[src/rtl/ddr_axi_rw_scheduler_if.sv]
// Bundle between the scheduler, its two burst requesters and the
// shared AXI4 port 0 of the DDR controller.
interface ddr_axi_rw_scheduler_if;
    logic         wr_req;
    logic [31:0]  wr_addr;
    logic [7:0]   wr_len;
    logic         wr_gnt;
    logic [255:0] wr_wdata;
    logic         wr_wvalid;
    logic         wr_wready;
    logic         wr_done;
    logic         rd_req;
    logic [31:0]  rd_addr;
    logic [7:0]   rd_len;
    logic         rd_gnt;
    logic [255:0] rd_rdata;
    logic         rd_rvalid;
    logic         rd_done;
    logic         rd_err;
    logic         busy;
    logic [7:0]   ddr_aid;
    logic [31:0]  ddr_aaddr;
    logic [7:0]   ddr_alen;
    logic [2:0]   ddr_asize;
    logic [1:0]   ddr_aburst;
    logic [1:0]   ddr_alock;
    logic         ddr_avalid;
    logic         ddr_aready;
    logic         ddr_atype;
    logic [7:0]   ddr_wid;
    logic [255:0] ddr_wdata;
    logic [31:0]  ddr_wstrb;
    logic         ddr_wlast;
    logic         ddr_wvalid;
    logic         ddr_wready;
    logic [255:0] ddr_rdata;
    logic         ddr_rlast;
    logic         ddr_rvalid;
    logic [1:0]   ddr_rresp;
    logic         ddr_rready;
    logic         ddr_bvalid;
    logic         ddr_bready;

    modport master (
        input  wr_req, wr_addr, wr_len, wr_wdata, wr_wvalid,
        input  rd_req, rd_addr, rd_len,
        input  ddr_aready, ddr_wready, ddr_rdata, ddr_rlast,
        input  ddr_rvalid, ddr_rresp, ddr_bvalid,
        output wr_gnt, wr_wready, wr_done,
        output rd_gnt, rd_rdata, rd_rvalid, rd_done, rd_err, busy,
        output ddr_aid, ddr_aaddr, ddr_alen, ddr_asize, ddr_aburst,
        output ddr_alock, ddr_avalid, ddr_atype,
        output ddr_wid, ddr_wdata, ddr_wstrb, ddr_wlast, ddr_wvalid,
        output ddr_rready, ddr_bready
    );

    modport slave (
        output wr_req, wr_addr, wr_len, wr_wdata, wr_wvalid,
        output rd_req, rd_addr, rd_len,
        output ddr_aready, ddr_wready, ddr_rdata, ddr_rlast,
        output ddr_rvalid, ddr_rresp, ddr_bvalid,
        input  wr_gnt, wr_wready, wr_done,
        input  rd_gnt, rd_rdata, rd_rvalid, rd_done, rd_err, busy,
        input  ddr_aid, ddr_aaddr, ddr_alen, ddr_asize, ddr_aburst,
        input  ddr_alock, ddr_avalid, ddr_atype,
        input  ddr_wid, ddr_wdata, ddr_wstrb, ddr_wlast, ddr_wvalid,
        input  ddr_rready, ddr_bready
    );
endinterface

[src/rtl/ddr_axi_rw_scheduler.sv]
// Round-robin burst scheduler sharing DDR AXI4 port 0 between the
// UART write path and the readback path, one whole burst at a time.
module ddr_axi_rw_scheduler #(
    parameter logic [7:0] AXI_ID   = 8'h00,
    parameter logic [2:0] AXI_SIZE = 3'b101
) (
    input  logic axi_clk,
    input  logic rst,
    ddr_axi_rw_scheduler_if.master bus
);

    typedef enum logic [2:0] {
        IDLE, ADDR, WDATA, WRESP, RDATA
    } state_t;

    state_t      r_state;
    logic        r_ptr_wr;
    logic        r_type;
    logic [31:0] r_addr;
    logic [7:0]  r_len;
    logic [7:0]  r_cnt;
    logic        r_wr_done;
    logic        r_rd_err;

    logic w_idle;
    logic w_gnt_wr;
    logic w_gnt_rd;
    logic w_whs;
    logic w_rbeat;
    logic w_last;
    logic w_bhs;

    // The wr_done cycle is held off so a request arriving with it waits one cycle
    assign w_idle   = (r_state == IDLE) && !r_wr_done && !rst;
    assign w_gnt_wr = w_idle && bus.wr_req && (!bus.rd_req || r_ptr_wr);
    assign w_gnt_rd = w_idle && bus.rd_req && (!bus.wr_req || !r_ptr_wr);
    assign w_last   = (r_cnt == r_len);
    assign w_whs    = (r_state == WDATA) && bus.wr_wvalid && bus.ddr_wready;
    assign w_rbeat  = (r_state == RDATA) && bus.ddr_rvalid;
    assign w_bhs    = (r_state == WRESP) && bus.ddr_bvalid;

    always_ff @(posedge axi_clk or posedge rst) begin
        if (rst) begin
            r_state   <= IDLE;
            r_ptr_wr  <= 1'b1;
            r_type    <= 1'b0;
            r_addr    <= '0;
            r_len     <= '0;
            r_cnt     <= '0;
            r_wr_done <= 1'b0;
            r_rd_err  <= 1'b0;
        end else begin
            r_wr_done <= w_bhs;
            unique case (r_state)
                IDLE: begin
                    if (w_gnt_wr || w_gnt_rd) begin
                        r_addr   <= w_gnt_wr ? bus.wr_addr : bus.rd_addr;
                        r_len    <= w_gnt_wr ? bus.wr_len : bus.rd_len;
                        r_type   <= w_gnt_wr;
                        r_ptr_wr <= !w_gnt_wr;
                        r_cnt    <= '0;
                        r_state  <= ADDR;
                        if (w_gnt_rd)
                            r_rd_err <= 1'b0;
                    end
                end
                ADDR: begin
                    if (bus.ddr_aready)
                        r_state <= r_type ? WDATA : RDATA;
                end
                WDATA: begin
                    if (w_whs) begin
                        if (w_last)
                            r_state <= WRESP;
                        else
                            r_cnt <= r_cnt + 8'd1;
                    end
                end
                WRESP: begin
                    if (bus.ddr_bvalid)
                        r_state <= IDLE;
                end
                RDATA: begin
                    if (w_rbeat) begin
                        // Any bad response or rlast/count disagreement marks the burst
                        if ((bus.ddr_rresp != 2'b00) || (bus.ddr_rlast != w_last))
                            r_rd_err <= 1'b1;
                        if (r_cnt != 8'hff)
                            r_cnt <= r_cnt + 8'd1;
                        if (bus.ddr_rlast)
                            r_state <= IDLE;
                    end
                end
                default: r_state <= IDLE;
            endcase
        end
    end

    assign bus.wr_gnt     = w_gnt_wr;
    assign bus.rd_gnt     = w_gnt_rd;
    assign bus.busy       = (r_state != IDLE);
    assign bus.ddr_aid    = AXI_ID;
    assign bus.ddr_aaddr  = r_addr;
    assign bus.ddr_alen   = r_len;
    assign bus.ddr_asize  = AXI_SIZE;
    assign bus.ddr_aburst = 2'b01;
    assign bus.ddr_alock  = 2'b00;
    assign bus.ddr_avalid = (r_state == ADDR);
    assign bus.ddr_atype  = r_type;
    assign bus.ddr_wid    = AXI_ID;
    assign bus.ddr_wdata  = bus.wr_wdata;
    assign bus.ddr_wstrb  = '1;
    assign bus.ddr_wvalid = (r_state == WDATA) && bus.wr_wvalid;
    assign bus.ddr_wlast  = (r_state == WDATA) && w_last;
    assign bus.wr_wready  = (r_state == WDATA) && bus.ddr_wready;
    assign bus.ddr_bready = (r_state == WRESP);
    assign bus.wr_done    = r_wr_done;
    assign bus.ddr_rready = (r_state == RDATA);
    assign bus.rd_rvalid  = w_rbeat;
    assign bus.rd_rdata   = bus.ddr_rdata;
    assign bus.rd_done    = w_rbeat && bus.ddr_rlast;
    assign bus.rd_err     = r_rd_err;

endmodule

[src/flat_wrapper.sv]
// flat-port wrapper written by rule: the top's interface ports become plain ports
module ddr_axi_rw_scheduler_flat 
#(
    parameter logic [7:0] AXI_ID   = 8'h00,
    parameter logic [2:0] AXI_SIZE = 3'b101
)
  (axi_clk, rst, bus_wr_req, bus_wr_addr, bus_wr_len, bus_wr_wdata, bus_wr_wvalid, bus_rd_req, bus_rd_addr, bus_rd_len, bus_ddr_aready, bus_ddr_wready, bus_ddr_rdata, bus_ddr_rlast, bus_ddr_rvalid, bus_ddr_rresp, bus_ddr_bvalid, bus_wr_gnt, bus_wr_wready, bus_wr_done, bus_rd_gnt, bus_rd_rdata, bus_rd_rvalid, bus_rd_done, bus_rd_err, bus_busy, bus_ddr_aid, bus_ddr_aaddr, bus_ddr_alen, bus_ddr_asize, bus_ddr_aburst, bus_ddr_alock, bus_ddr_avalid, bus_ddr_atype, bus_ddr_wid, bus_ddr_wdata, bus_ddr_wstrb, bus_ddr_wlast, bus_ddr_wvalid, bus_ddr_rready, bus_ddr_bready);
  ddr_axi_rw_scheduler_if bus_i ();
  input  logic axi_clk;
  input  logic rst;
  input wire logic [$bits(bus_i.wr_req)-1:0] bus_wr_req;
  input wire logic [$bits(bus_i.wr_addr)-1:0] bus_wr_addr;
  input wire logic [$bits(bus_i.wr_len)-1:0] bus_wr_len;
  input wire logic [$bits(bus_i.wr_wdata)-1:0] bus_wr_wdata;
  input wire logic [$bits(bus_i.wr_wvalid)-1:0] bus_wr_wvalid;
  input wire logic [$bits(bus_i.rd_req)-1:0] bus_rd_req;
  input wire logic [$bits(bus_i.rd_addr)-1:0] bus_rd_addr;
  input wire logic [$bits(bus_i.rd_len)-1:0] bus_rd_len;
  input wire logic [$bits(bus_i.ddr_aready)-1:0] bus_ddr_aready;
  input wire logic [$bits(bus_i.ddr_wready)-1:0] bus_ddr_wready;
  input wire logic [$bits(bus_i.ddr_rdata)-1:0] bus_ddr_rdata;
  input wire logic [$bits(bus_i.ddr_rlast)-1:0] bus_ddr_rlast;
  input wire logic [$bits(bus_i.ddr_rvalid)-1:0] bus_ddr_rvalid;
  input wire logic [$bits(bus_i.ddr_rresp)-1:0] bus_ddr_rresp;
  input wire logic [$bits(bus_i.ddr_bvalid)-1:0] bus_ddr_bvalid;
  output wire logic [$bits(bus_i.wr_gnt)-1:0] bus_wr_gnt;
  output wire logic [$bits(bus_i.wr_wready)-1:0] bus_wr_wready;
  output wire logic [$bits(bus_i.wr_done)-1:0] bus_wr_done;
  output wire logic [$bits(bus_i.rd_gnt)-1:0] bus_rd_gnt;
  output wire logic [$bits(bus_i.rd_rdata)-1:0] bus_rd_rdata;
  output wire logic [$bits(bus_i.rd_rvalid)-1:0] bus_rd_rvalid;
  output wire logic [$bits(bus_i.rd_done)-1:0] bus_rd_done;
  output wire logic [$bits(bus_i.rd_err)-1:0] bus_rd_err;
  output wire logic [$bits(bus_i.busy)-1:0] bus_busy;
  output wire logic [$bits(bus_i.ddr_aid)-1:0] bus_ddr_aid;
  output wire logic [$bits(bus_i.ddr_aaddr)-1:0] bus_ddr_aaddr;
  output wire logic [$bits(bus_i.ddr_alen)-1:0] bus_ddr_alen;
  output wire logic [$bits(bus_i.ddr_asize)-1:0] bus_ddr_asize;
  output wire logic [$bits(bus_i.ddr_aburst)-1:0] bus_ddr_aburst;
  output wire logic [$bits(bus_i.ddr_alock)-1:0] bus_ddr_alock;
  output wire logic [$bits(bus_i.ddr_avalid)-1:0] bus_ddr_avalid;
  output wire logic [$bits(bus_i.ddr_atype)-1:0] bus_ddr_atype;
  output wire logic [$bits(bus_i.ddr_wid)-1:0] bus_ddr_wid;
  output wire logic [$bits(bus_i.ddr_wdata)-1:0] bus_ddr_wdata;
  output wire logic [$bits(bus_i.ddr_wstrb)-1:0] bus_ddr_wstrb;
  output wire logic [$bits(bus_i.ddr_wlast)-1:0] bus_ddr_wlast;
  output wire logic [$bits(bus_i.ddr_wvalid)-1:0] bus_ddr_wvalid;
  output wire logic [$bits(bus_i.ddr_rready)-1:0] bus_ddr_rready;
  output wire logic [$bits(bus_i.ddr_bready)-1:0] bus_ddr_bready;
  assign bus_i.wr_req = bus_wr_req;
  assign bus_i.wr_addr = bus_wr_addr;
  assign bus_i.wr_len = bus_wr_len;
  assign bus_i.wr_wdata = bus_wr_wdata;
  assign bus_i.wr_wvalid = bus_wr_wvalid;
  assign bus_i.rd_req = bus_rd_req;
  assign bus_i.rd_addr = bus_rd_addr;
  assign bus_i.rd_len = bus_rd_len;
  assign bus_i.ddr_aready = bus_ddr_aready;
  assign bus_i.ddr_wready = bus_ddr_wready;
  assign bus_i.ddr_rdata = bus_ddr_rdata;
  assign bus_i.ddr_rlast = bus_ddr_rlast;
  assign bus_i.ddr_rvalid = bus_ddr_rvalid;
  assign bus_i.ddr_rresp = bus_ddr_rresp;
  assign bus_i.ddr_bvalid = bus_ddr_bvalid;
  assign bus_wr_gnt = bus_i.wr_gnt;
  assign bus_wr_wready = bus_i.wr_wready;
  assign bus_wr_done = bus_i.wr_done;
  assign bus_rd_gnt = bus_i.rd_gnt;
  assign bus_rd_rdata = bus_i.rd_rdata;
  assign bus_rd_rvalid = bus_i.rd_rvalid;
  assign bus_rd_done = bus_i.rd_done;
  assign bus_rd_err = bus_i.rd_err;
  assign bus_busy = bus_i.busy;
  assign bus_ddr_aid = bus_i.ddr_aid;
  assign bus_ddr_aaddr = bus_i.ddr_aaddr;
  assign bus_ddr_alen = bus_i.ddr_alen;
  assign bus_ddr_asize = bus_i.ddr_asize;
  assign bus_ddr_aburst = bus_i.ddr_aburst;
  assign bus_ddr_alock = bus_i.ddr_alock;
  assign bus_ddr_avalid = bus_i.ddr_avalid;
  assign bus_ddr_atype = bus_i.ddr_atype;
  assign bus_ddr_wid = bus_i.ddr_wid;
  assign bus_ddr_wdata = bus_i.ddr_wdata;
  assign bus_ddr_wstrb = bus_i.ddr_wstrb;
  assign bus_ddr_wlast = bus_i.ddr_wlast;
  assign bus_ddr_wvalid = bus_i.ddr_wvalid;
  assign bus_ddr_rready = bus_i.ddr_rready;
  assign bus_ddr_bready = bus_i.ddr_bready;
  ddr_axi_rw_scheduler #(.AXI_ID(AXI_ID), .AXI_SIZE(AXI_SIZE)) u_core (.axi_clk(axi_clk), .rst(rst), .bus(bus_i));
endmodule
[config.mk]
export PLATFORM = sky130hd
export DESIGN_NAME = ddr_axi_rw_scheduler_flat
export DESIGN_NICKNAME = d
export VERILOG_FILES = /design/src/rtl/ddr_axi_rw_scheduler_if.sv /design/src/rtl/ddr_axi_rw_scheduler.sv /design/src/flat_wrapper.sv
export SDC_FILE = /design/constraint.sdc
export NUM_CORES = 1
export LEC_CHECK = 0
export BUFFER_PORTS_ARGS = -buffer_cell sky130_fd_sc_hd__buf_2
export CAP_MARGIN = 10
export CORE_AREA = 2 2 476 478
export DETAILED_ROUTE_END_ITERATION = 10
export DIE_AREA = 0 0 478 480
export HOLD_SLACK_MARGIN = 0.15
export PLACE_DENSITY = 0.3
export SKIP_LAST_GASP = 1
export SLEW_MARGIN = 25
export SYNTH_ARGS = -nofsm -noshare
export SYNTH_HDL_FRONTEND = slang
export SYNTH_SLANG_ARGS = --single-unit
export TNS_END_PERCENT = 10
[constraint.sdc]
create_clock -name axi_clk -period 1.8 [get_ports axi_clk]
set_input_delay 0.27 -clock axi_clk [delete_from_list [all_inputs] [get_ports axi_clk]]
set_output_delay 0.27 -clock axi_clk [all_outputs]
set_load 0.005 [all_outputs]
## Word-level counts from Yosys, hierarchy flattened

Index checks and enable logic that the tools add are counted.

- Register bits after elaboration: 55
- Latch bits: 0
- RAM bits: 0
- Memory bits (read-only): 0
- Input port bits: 604
- Output and inout bits: 621
- Word-level logic and storage cells: 81
- Memories: 0

- Add/sub/neg operators: 1
- Multipliers: 0
- Div/mod/pow operators: 0
- $lt $le $gt $ge: 0
- Eq/ne operators: 18
- Shift-type cells: 0
- Multiplexer cells: 22
- Bitwise logic cells: 0
- Reductions and logical operators: 32

Operators with widths:

| cell | count |
|---|---|
| $mux 8 | 6 |
| $mux 32 | 1 |
| $mux 3 | 8 |
| $pmux 8 s3 | 1 |
| $pmux 3 s5 | 1 |
| $logic_and 1x1->1 | 13 |
| $ne 2x1->1 const B | 6 |
| $ne 2x2->1 const B | 5 |
| $add 8x1->8 const B | 1 |
| $eq 8x8->1 | 1 |
| $ne 8x8->1 const B | 1 |
| $reduce_and 7->1 | 1 |
| $eq 3x2->1 const B | 2 |
| $logic_not 1->1 | 6 |
| $reduce_and 6->1 | 1 |
| $reduce_bool 3->1 | 2 |
| $reduce_and 5->1 | 1 |
| $logic_or 1x1->1 | 4 |
| $mux 1 | 4 |
| $reduce_bool 2->1 | 2 |
| $eq 3x1->1 const B | 1 |
| $eq 3x3->1 const B | 1 |
| $logic_not 3->1 | 1 |
| $pmux 1 s2 | 1 |
| 2 further kinds | 2 |

## Logic depth before layout (Yosys ltp)

Gate-level depths: netlist of the first run.

- Depth after elaboration: 8
- Depth in mapped cells: 8

## Worst setup path before layout of the first run

OpenSTA, ideal clock, no wires.

- Kind: reg-to-reg
- Start: reg u_core.r_cnt[0]
- End: reg u_core.r_cnt[5]
- Library setup time: 104 ps
- Arrival: 1794 ps
- Slack: -98 ps
- Cell stages (with the launch flop): 8
- Buffers on the path: 1
- Cells stage by stage: dfrtp_1 -> ha_1 -> nand2_1 -> or3_1 -> nand3_2 -> or3b_1 -> buf_6 -> o41ai_2

- Longest elaborated chain between the ends: 4
- Elaborated cells between the ends (all ways): 11
- Those cells by class: 1 x add/sub; 4 x eq/ne; 5 x mux; 1 x reduce/logical

Ends and longest elaborated chain:

| item | RTL line | text |
|---|---|---|
| start, declared | ddr_axi_rw_scheduler.sv:21 | `logic [7:0] r_cnt;` |
| start signal, assigned | ddr_axi_rw_scheduler.sv:76 | `r_cnt <= r_cnt + 8'd1;` |
| start signal, assigned | ddr_axi_rw_scheduler.sv:89 | `r_cnt <= r_cnt + 8'd1;` |
| $add 8x1->8 | ddr_axi_rw_scheduler.sv:76, ddr_axi_rw_scheduler.sv:89 |  |
| $mux 8, on equally long branches | ddr_axi_rw_scheduler.sv:88, ddr_axi_rw_scheduler.sv:73 |  |
| $mux 8, on equally long branches | ddr_axi_rw_scheduler.sv:84, ddr_axi_rw_scheduler.sv:72 |  |
| $pmux 8 s3 | ddr_axi_rw_scheduler.sv:54 | `unique case (r_state)` |

Several ways; a longest one is shown, not always the timed one. The select of a mux whose other input is x is not followed.
A chain may end at the register's enable or synchronous reset.

## Final worst setup path of the first run

- Start: reg u_core.r_state[1]
- End: out bus_wr_gnt

- Longest elaborated chain between the ends: 5

Ends and longest elaborated chain:

| item | RTL line | text |
|---|---|---|
| start, declared | ddr_axi_rw_scheduler.sv:16 | `state_t r_state;` |
| start signal, assigned | ddr_axi_rw_scheduler.sv:69 | `r_state <= r_type ? WDATA : RDATA;` |
| $logic_not 3->1 | ddr_axi_rw_scheduler.sv:34 | `assign w_idle = (r_state == IDLE) && !r_wr_done && !rst;` |
| $logic_and 1x1->1 (2 in series) | ddr_axi_rw_scheduler.sv:34 |  |
| $logic_and 1x1->1 (2 in series) | ddr_axi_rw_scheduler.sv:35 | `assign w_gnt_wr = w_idle && bus.wr_req && (!bus.rd_req \|\| r_ptr_wr);` |
| end, declared | flat_wrapper.sv:26 | `output wire logic [$bits(bus_i.wr_gnt)-1:0] bus_wr_gnt;` |

No other way between the ends.

==> impl_metrics.prom, run 1 <==
# TYPE chip_impl_metric gauge
chip_impl_info{name="outcome",value="finished with violations"} 1
chip_impl_metric{name="share_clk_of_total_power",unit="%"} 16.6
chip_impl_metric{name="tritoncts_num_sinks",unit=""} 55
chip_impl_metric{name="report.final.slew_viol_count",unit=""} 0
chip_impl_metric{name="syn-cell-area",unit="um2"} 7320
chip_impl_metric{name="postSynthCellCount",unit=""} 914
chip_impl_info{name="clock_tree_from_tritoncts",value="yes"} 1
chip_impl_metric{name="fp.dieArea",unit="um2"} 229000
chip_impl_metric{name="timing.final.hold_violations",unit=""} 0
chip_impl_metric{name="cap_violations",unit=""} 0
chip_impl_info{name="ys_top_cells_by_area",value="sky130_fd_sc_hd__buf_4 (58%), sky130_fd_sc_hd__dfrtp_1 (18%), sky130_fd_sc_hd__nand3b_1 (4.1%), sky130_fd_sc_hd__a21oi_1 (3.0%), sky130_fd_sc_hd__o21ai_0 (2.9%)"} 1
chip_impl_metric{name="cts.reportedPaths.clkPinSlew",unit="ns"} 0.12
chip_impl_info{name="cp_cell_sequence",value="or3_4 > buf_6 > nor3_2 > buf_4 > and3_4 > buf_6"} 1
chip_impl_metric{name="asyncSetResetFlopFracSynth",unit="%"} 100
chip_impl_metric{name="synth_cell_types",unit=""} 45
chip_impl_metric{name="synth_top_cell_area_share",unit="%"} 58.3
chip_impl_metric{name="die_h",unit="um"} 480
chip_impl_metric{name="swShare",unit="%"} 44.3
chip_impl_metric{name="post_detail_place_hpwl",unit="mm"} 119
chip_impl_metric{name="seq_area_frac_synth",unit="%"} 18.8
chip_impl_metric{name="max_freq",unit="MHz"} 461
chip_impl_info{name="ys_dominant_reg_cell",value="sky130_fd_sc_hd__dfrtp_1"} 1
chip_impl_metric{name="gpl.final_weighted_congestion",unit=""} 0.797
chip_impl_metric{name="first_global_vias",unit=""} 4869
chip_impl_metric{name="grt_antenna_before_repair",unit=""} 44
chip_impl_metric{name="post_synth_edffs",unit=""} 0
chip_impl_metric{name="grt_start_max_net_pins",unit=""} 32
chip_impl_metric{name="dp_slack",unit="ns"} -0.373
chip_impl_metric{name="start_util",unit="%"} 3.27
chip_impl_info{name="clock-root-buffer",value="sky130_fd_sc_hd__clkbuf_16"} 1
chip_impl_metric{name="power.sequential.fraction",unit="%"} 29.3
chip_impl_metric{name="post_route_drc_violation_count",unit=""} 0
chip_impl_metric{name="detailedRoute.firstIterationViolations",unit=""} 270
chip_impl_metric{name="post-route-min-period",unit="ns"} 2.17
chip_impl_metric{name="detailroute.via_count",unit=""} 4928
chip_impl_info{name="rsz0062_at_grt",value="true"} 1
chip_impl_metric{name="clock_skew",unit="ns"} 0.0337
chip_impl_metric{name="die_w",unit="um"} 478
chip_impl_metric{name="final.setup.tns",unit="ns"} -14.99
chip_impl_metric{name="cts.path.max_buffers",unit=""} 2
chip_impl_metric{name="globalRoute.totalOverflow",unit=""} 0
chip_impl_metric{name="crit_fanout",unit=""} 2
chip_impl_info{name="crit_path_frequent_cell",value="sky130_fd_sc_hd__buf_6"} 1
chip_impl_info{name="timing_worst_setup_path_type",value="reg2out"} 1
chip_impl_metric{name="synth.ff_latch_count",unit=""} 55
chip_impl_metric{name="detail_route.vias_per_cell",unit=""} 1.36
chip_impl_metric{name="core",unit="um2"} 224000
chip_impl_metric{name="stdcell_count",unit=""} 3625
chip_impl_metric{name="clock_insertion_delay_worst_skew",unit="ns"} 0.37
chip_impl_metric{name="grt_use_total",unit="%"} 10.4
chip_impl_info{name="post_synthesis_cell_type_with_the_largest_combined_area",value="sky130_fd_sc_hd__buf_4"} 1
chip_impl_metric{name="placement.io_buffers",unit=""} 145
chip_impl_metric{name="numCtsBuffers",unit=""} 5
chip_impl_metric{name="wl",unit="mm"} 125
chip_impl_metric{name="floorplan.io_pins",unit=""} 1225
chip_impl_metric{name="power_leakage",unit="nW"} 2.51
chip_impl_info{name="cpMaxStageDelayCell",value="sky130_fd_sc_hd__dfrtp_1"} 1
chip_impl_metric{name="first_pass_grt_wire_length",unit="mm"} 136
chip_impl_metric{name="combinationalPowerShare",unit="%"} 54.2
chip_impl_metric{name="power.internal",unit="mW"} 4.24
chip_impl_metric{name="critPathArrivalTime",unit="ns"} 1.90
chip_impl_info{name="crit_path_start_kind",value="flop"} 1
chip_impl_metric{name="power-per-cell-area",unit="nW/um2"} 856
chip_impl_metric{name="final_min_period_over_clock_period",unit="%"} 121
chip_impl_metric{name="num_rows",unit=""} 174
chip_impl_info{name="failed_checks",value="setup timing"} 1
chip_impl_metric{name="synth_warnings",unit=""} 0
chip_impl_metric{name="layout_setup_ws",unit="ns"} -0.369
chip_impl_info{name="hold_class",value="in2reg"} 1
chip_impl_info{name="critPathCaptureType",value="output port"} 1
chip_impl_metric{name="wl_per_cell",unit="um"} 34.5
chip_impl_metric{name="vdd_ir_drop_max",unit="mV"} 0.386
chip_impl_metric{name="antenna_left",unit=""} 0
chip_impl_metric{name="drive_above_1_share",unit="%"} 46.8
chip_impl_metric{name="numPlacedInstances",unit=""} 3589
chip_impl_metric{name="finalSetupViolations",unit=""} 61
chip_impl_metric{name="critPathRequiredTime",unit="ns"} 1.53
chip_impl_metric{name="first_pass_iters",unit=""} 5
chip_impl_metric{name="p_sw",unit="mW"} 3.37
chip_impl_metric{name="utilization",unit="%"} 3.97
chip_impl_metric{name="syn-mean-instance-area",unit="um2"} 8.01
chip_impl_metric{name="htreeDepth",unit=""} 2
chip_impl_metric{name="cp_slowest_stage_delay",unit="ns"} 0.42
chip_impl_metric{name="areaGrowthSynthToFinish",unit="%"} 21.6
chip_impl_metric{name="finish.net_count",unit=""} 1226
[cell type report]
| type | instances | area [um2] |
|---|---|---|
| antenna | 11 | 27.5 |
| clock buffer | 5 | 125 |
| clock inverter | 3 | 33.8 |
| fill | 26600 | 215000 |
| inverter | 4 | 17.5 |
| multi-input combinational | 314 | 1890 |
| sequential | 55 | 1380 |
| tap | 2992 | 3740 |
| timing repair buffer | 241 | 1680 |
[what timing repair did]
item / 4_1_cts / 5_1_grt
hold buffers: 1 / 0
setup endpoints to repair: 61 / 65
setup buffers: 11 / 4
hold endpoints to repair: 11 / 0
gates resized for setup: 32 / 21
pin swaps: 6 / 4
gates cloned: 1 / 0
[sequential cells by signal, summed over array words and instances (netlist names)]
signal and count:
u_core.bus.wr_done 1, u_core.r_ptr_wr 1, u_core.bus.ddr_atype 1, u_core.bus.rd_err 1, u_core.bus.ddr_alen 8, u_core.r_state 3
u_core.bus.ddr_aaddr 32, u_core.r_cnt 8
[worst max-delay path: cells and delay by family, from the launching register on]
family	cells	cell delay, ns
simple gates	3	0.70
flops	1	0.42
buf+inv	3	0.40
[cells by family after synthesis]
group | after synthesis | synth area share (%)
AOI/OAI and AO/OA | 107 | 8.81
and+or+nand+nor | 138 | 10.3
other | 2 | 0.103
adders and majority gates | 1 | 0.171
muxes | 3 | 0.427
xor gates and xnor gates | 10 | 1.20
DFF | 55 | 18.8
buffers and inverters | 598 | 60.1
[power groups by stage]
stage	sequential, mW	clock, mW	combinational, mW
floorplan	2.12	0	2.38
global placement	2.24	0	3.86
detailed placement	2.25	0	3.80
CTS	2.23	1.38	4.14
global route	2.31	1.38	4.49
finish	2.23	1.26	4.13
[cells in the final DEF (no fill, tap or decap), drive strengths merged, types with 2 or more instances in the layout]
cell type | synthesis | final
and2 | 2 | 2
buf | 577 | 240
diode | 0 | 11
nand2b | 3 | 3
nand4 | 3 | 3
o21ai | 43 | 43
mux2i | 2 | 2
a21oi | 44 | 44
clkinv | 0 | 2
and3 | 5 | 5
nand2 | 10 | 10
nor2b | 6 | 6
xnor2 | 8 | 8
xor2 | 2 | 2
o41ai | 9 | 9
o31ai | 3 | 3
conb | 2 | 55
clkbuf | 17 | 5
inv | 4 | 5
nand3b | 40 | 40
or3 | 3 | 3
nand3 | 4 | 4
nor3 | 5 | 5
dfrtp | 54 | 54
nor2 | 54 | 54
[path summary, 6_finish.rpt]
check | from | end | slack (ns) | depth (start not counted)
worst max-delay path | u_core.r_state[1] | bus_wr_gnt | -0.37 | 6
worst min-delay path | bus_ddr_bvalid | u_core.bus.wr_done | 0.19 | 2
worst max register to register | u_core.r_state[1] | u_core.bus.ddr_aaddr[5] | -0.36 | 9
worst min register to register | u_core.bus.ddr_aaddr[14] | u_core.bus.ddr_aaddr[14] | 0.53 | 2
max in group asynchronous | rst | u_core.bus.ddr_alen[0] | 0.61 | 5
min in group asynchronous | rst | u_core.r_state[0] | 0.59 | 4
[metrics by stage]
stage / hold WS [ns] / instance area [um2] / power [mW]
after floorplan: 0.423 / 7520 / 4.50
after global placement: 0.417 / 8360 / 6.10
after detailed placement: 0.414 / 8360 / 6.05
after CTS: 0.153 / 8750 / 7.75
after global routing: 0.160 / 8880 / 8.18
final: 0.187 / 8900 / 7.62
[Yosys cell counts (2+ instances only)]
cell type	n
sky130_fd_sc_hd__nor2_1	54
sky130_fd_sc_hd__mux2i_1	2
sky130_fd_sc_hd__dfrtp_1	54
sky130_fd_sc_hd__and3_1	5
sky130_fd_sc_hd__buf_4	568
sky130_fd_sc_hd__buf_6	2
sky130_fd_sc_hd__o31ai_2	2
sky130_fd_sc_hd__clkbuf_1	17
sky130_fd_sc_hd__nand4_1	3
sky130_fd_sc_hd__xnor2_1	8
sky130_fd_sc_hd__o41ai_1	6
sky130_fd_sc_hd__nor3_1	5
sky130_fd_sc_hd__nand3b_1	40
sky130_fd_sc_hd__conb_1	2
sky130_fd_sc_hd__a21oi_1	44
sky130_fd_sc_hd__or3_1	3
sky130_fd_sc_hd__buf_2	6
sky130_fd_sc_hd__nor2b_1	5
sky130_fd_sc_hd__o21ai_0	43
sky130_fd_sc_hd__nand3_1	3
sky130_fd_sc_hd__nand2b_1	3
sky130_fd_sc_hd__xor2_1	2
sky130_fd_sc_hd__nand2_1	10
sky130_fd_sc_hd__o41ai_2	3
sky130_fd_sc_hd__inv_1	4
[routing by layer]
metal | track usage, % | wire length (um)
met1 | 3.04 | 13900
met3 | 20.8 | 51900
met4 | 4.69 | 6100
met5 | 0.973 | 587
met2 | 15.4 | 52500
No activity file was read; power rests on OpenSTA's default activity.
==> inputs of run 2 (changes only) <==
Clock period 1.8 ns to 2.65 ns, I/O delays scaled along.
==> impl_metrics.prom, run 2 (same netlist as run 1, synthesis figures left out) <==
# TYPE chip_impl_metric gauge
chip_impl_metric{name="start_util",unit="%"} 3.27
chip_impl_metric{name="tightest_slew",unit="ns"} 0.709
chip_impl_metric{name="p_sw",unit="mW"} 2.10
chip_impl_metric{name="placement.io_buffers",unit=""} 145
chip_impl_metric{name="cts.path.max_buffers",unit=""} 2
chip_impl_metric{name="combinationalPowerShare",unit="%"} 49.0
chip_impl_metric{name="vdd_ir_drop_max",unit="mV"} 0.266
chip_impl_metric{name="detail_route.vias_per_cell",unit=""} 1.30
chip_impl_metric{name="numCtsBuffers",unit=""} 5
chip_impl_metric{name="worst_slew_margin_rel",unit="%"} 52.4
chip_impl_metric{name="critPathRequiredTime",unit="ns"} 2.25
chip_impl_metric{name="largest_register_ffs",unit=""} 32
chip_impl_metric{name="clock_skew",unit="ns"} 0.0211
chip_impl_metric{name="max_freq",unit="MHz"} 389
chip_impl_info{name="hold_class",value="in2reg"} 1
chip_impl_info{name="outcome",value="finished clean"} 1
chip_impl_metric{name="cap_violations",unit=""} 0
chip_impl_metric{name="tritoncts_num_sinks",unit=""} 55
chip_impl_metric{name="total_power",unit="mW"} 4.46
chip_impl_metric{name="stdcell_count",unit=""} 3554
chip_impl_info{name="highest_count_cells_in_the_layout_ignoring_fill_and_taps",value="sky130_fd_sc_hd__buf_2 (144), sky130_fd_sc_hd__conb_1 (55), sky130_fd_sc_hd__nor2_1 (53), sky130_fd_sc_hd__dfrtp_1 (53), sky130_fd_sc_hd__a21oi_1 (44)"} 1
chip_impl_metric{name="fp.dieArea",unit="um2"} 229000
chip_impl_metric{name="first_global_vias",unit=""} 4543
chip_impl_metric{name="grt_start_max_net_pins",unit=""} 56
chip_impl_metric{name="crit_fanout",unit=""} 3
chip_impl_metric{name="post-route-min-period",unit="ns"} 2.57
chip_impl_metric{name="final_min_period_over_clock_period",unit="%"} 97.0
chip_impl_metric{name="areaGrowthSynthToFinish",unit="%"} 10.0
chip_impl_metric{name="htreeDepth",unit=""} 2
chip_impl_metric{name="detailedRoute.firstIterationViolations",unit=""} 288
chip_impl_metric{name="utilization",unit="%"} 3.59
chip_impl_metric{name="post_detail_place_hpwl",unit="mm"} 120
chip_impl_metric{name="timing.reg2reg.setup_slack",unit="ns"} 0.29
chip_impl_metric{name="first_pass_iters",unit=""} 4
chip_impl_metric{name="power.sequential.fraction",unit="%"} 31.9
chip_impl_metric{name="critPathArrivalTime",unit="ns"} 2.17
chip_impl_metric{name="post_route_drc_violation_count",unit=""} 0
chip_impl_metric{name="wl_per_cell",unit="um"} 35.4
chip_impl_metric{name="power.internal",unit="mW"} 2.36
chip_impl_metric{name="die_w",unit="um"} 478
chip_impl_metric{name="gpl.final_weighted_congestion",unit=""} 0.768
chip_impl_metric{name="antenna_left",unit=""} 0
chip_impl_metric{name="power_leakage",unit="nW"} 2.08
chip_impl_info{name="clock-root-buffer",value="sky130_fd_sc_hd__clkbuf_16"} 1
chip_impl_metric{name="report.final.slew_viol_count",unit=""} 0
chip_impl_metric{name="detailroute.via_count",unit=""} 4622
chip_impl_metric{name="finalSetupViolations",unit=""} 0
chip_impl_metric{name="grt_antenna_before_repair",unit=""} 43
chip_impl_metric{name="share_clk_of_total_power",unit="%"} 19.1
chip_impl_info{name="timing_worst_setup_path_type",value="reg2out"} 1
chip_impl_metric{name="core",unit="um2"} 224000
chip_impl_metric{name="floorplan.io_pins",unit=""} 1225
chip_impl_metric{name="clock_insertion_delay_worst_skew",unit="ns"} 0.36
chip_impl_info{name="crit_path_start_kind",value="flop"} 1
chip_impl_metric{name="wl",unit="mm"} 126
chip_impl_metric{name="finish.net_count",unit=""} 1153
chip_impl_metric{name="numPlacedInstances",unit=""} 3531
chip_impl_metric{name="globalRoute.totalOverflow",unit=""} 0
chip_impl_info{name="clock_tree_from_tritoncts",value="yes"} 1
chip_impl_info{name="critPathCaptureType",value="output port"} 1
chip_impl_metric{name="swShare",unit="%"} 47.2
chip_impl_info{name="mostFrequentLayoutCell",value="sky130_fd_sc_hd__buf_2"} 1
chip_impl_metric{name="die_h",unit="um"} 480
chip_impl_metric{name="first_pass_grt_wire_length",unit="mm"} 136
chip_impl_metric{name="power-per-cell-area",unit="nW/um2"} 554
chip_impl_metric{name="num_rows",unit=""} 174
chip_impl_metric{name="timing.final.hold_violations",unit=""} 0
chip_impl_metric{name="cts.reportedPaths.clkPinSlew",unit="ns"} 0.11
chip_impl_metric{name="drive_above_1_share",unit="%"} 35.2
chip_impl_metric{name="grt_use_total",unit="%"} 10.5
run 2: final timing paths:
| path | startpoint | end | cells past startpoint |
|---|---|---|---|
| max reg2reg | u_core.bus.ddr_alen[6] | u_core.r_cnt[1] | 7 |
| max | u_core.bus.ddr_alen[6] | bus_ddr_wlast | 6 |
| min | bus_ddr_bvalid | u_core.bus.wr_done | 2 |
| min reg2reg | u_core.r_ptr_wr | u_core.r_ptr_wr | 2 |
| max in group asynchronous | rst | u_core.bus.ddr_aaddr[17] | 4 |
| min in group asynchronous | rst | u_core.bus.ddr_aaddr[9] | 4 |
run 2: repair_timing:
item,CTS,global route
hold buffers,1,0
hold endpoints to repair,12,0
buffers inserted,0,1
resized for setup,2,0
setup endpoints to repair,2,1
run 2: worst max-delay path, stage by stage (launching register included):
cell	delay, ns
sky130_fd_sc_hd__dfrtp_1	0.37
sky130_fd_sc_hd__buf_4	0.18
sky130_fd_sc_hd__xnor2_1	0.16
sky130_fd_sc_hd__nand4_1	0.26
sky130_fd_sc_hd__or2_2	0.44
sky130_fd_sc_hd__nor4_1	0.22
sky130_fd_sc_hd__buf_2	0.18
run 2: layer usage:
metal	global-route usage, %	vias up	part of all wire (%)
met4	4.65	36	4.8
li1	-	1600	-
met5	0.684	-	0.34
met3	20.1	294	40
met2	16.2	886	43
met1	3.18	1806	11
run 2: cell type report:
class	instances	area, um2
antenna	13	32.5
clock buffer	5	125
inverter	4	17.5
timing repair buffer	168	966
fill	26700	216000
tap	2992	3740
clock inverter	3	27.5
multi-input combinational	314	1760
sequential	55	1380
run 2: metrics by stage:
stage	setup WS (ns)	cell area (um2)	setup TNS [ns]	hold WS [ns]
after detailed placement	0.326	7850	0	0.517
after CTS	-0.0116	8010	-0.0116	0.267
after global placement	0.301	7850	0	0.504
after global routing	-0.00272	8030	-0.00272	0.293
after floorplan	0.725	7520	0	0.501
final	0.0785	8050	0	0.306
run 2: power by group through the flow:
| stage | Combinational (mW) | Clock, mW | Sequential (mW) |
|---|---|---|---|
| after global placement | 2.33 | 0 | 1.44 |
| after global routing | 2.43 | 0.932 | 1.48 |
| after detailed placement | 2.31 | 0 | 1.45 |
| after CTS | 2.32 | 0.948 | 1.43 |
| final | 2.18 | 0.851 | 1.42 |
| after floorplan | 1.62 | 0 | 1.44 |
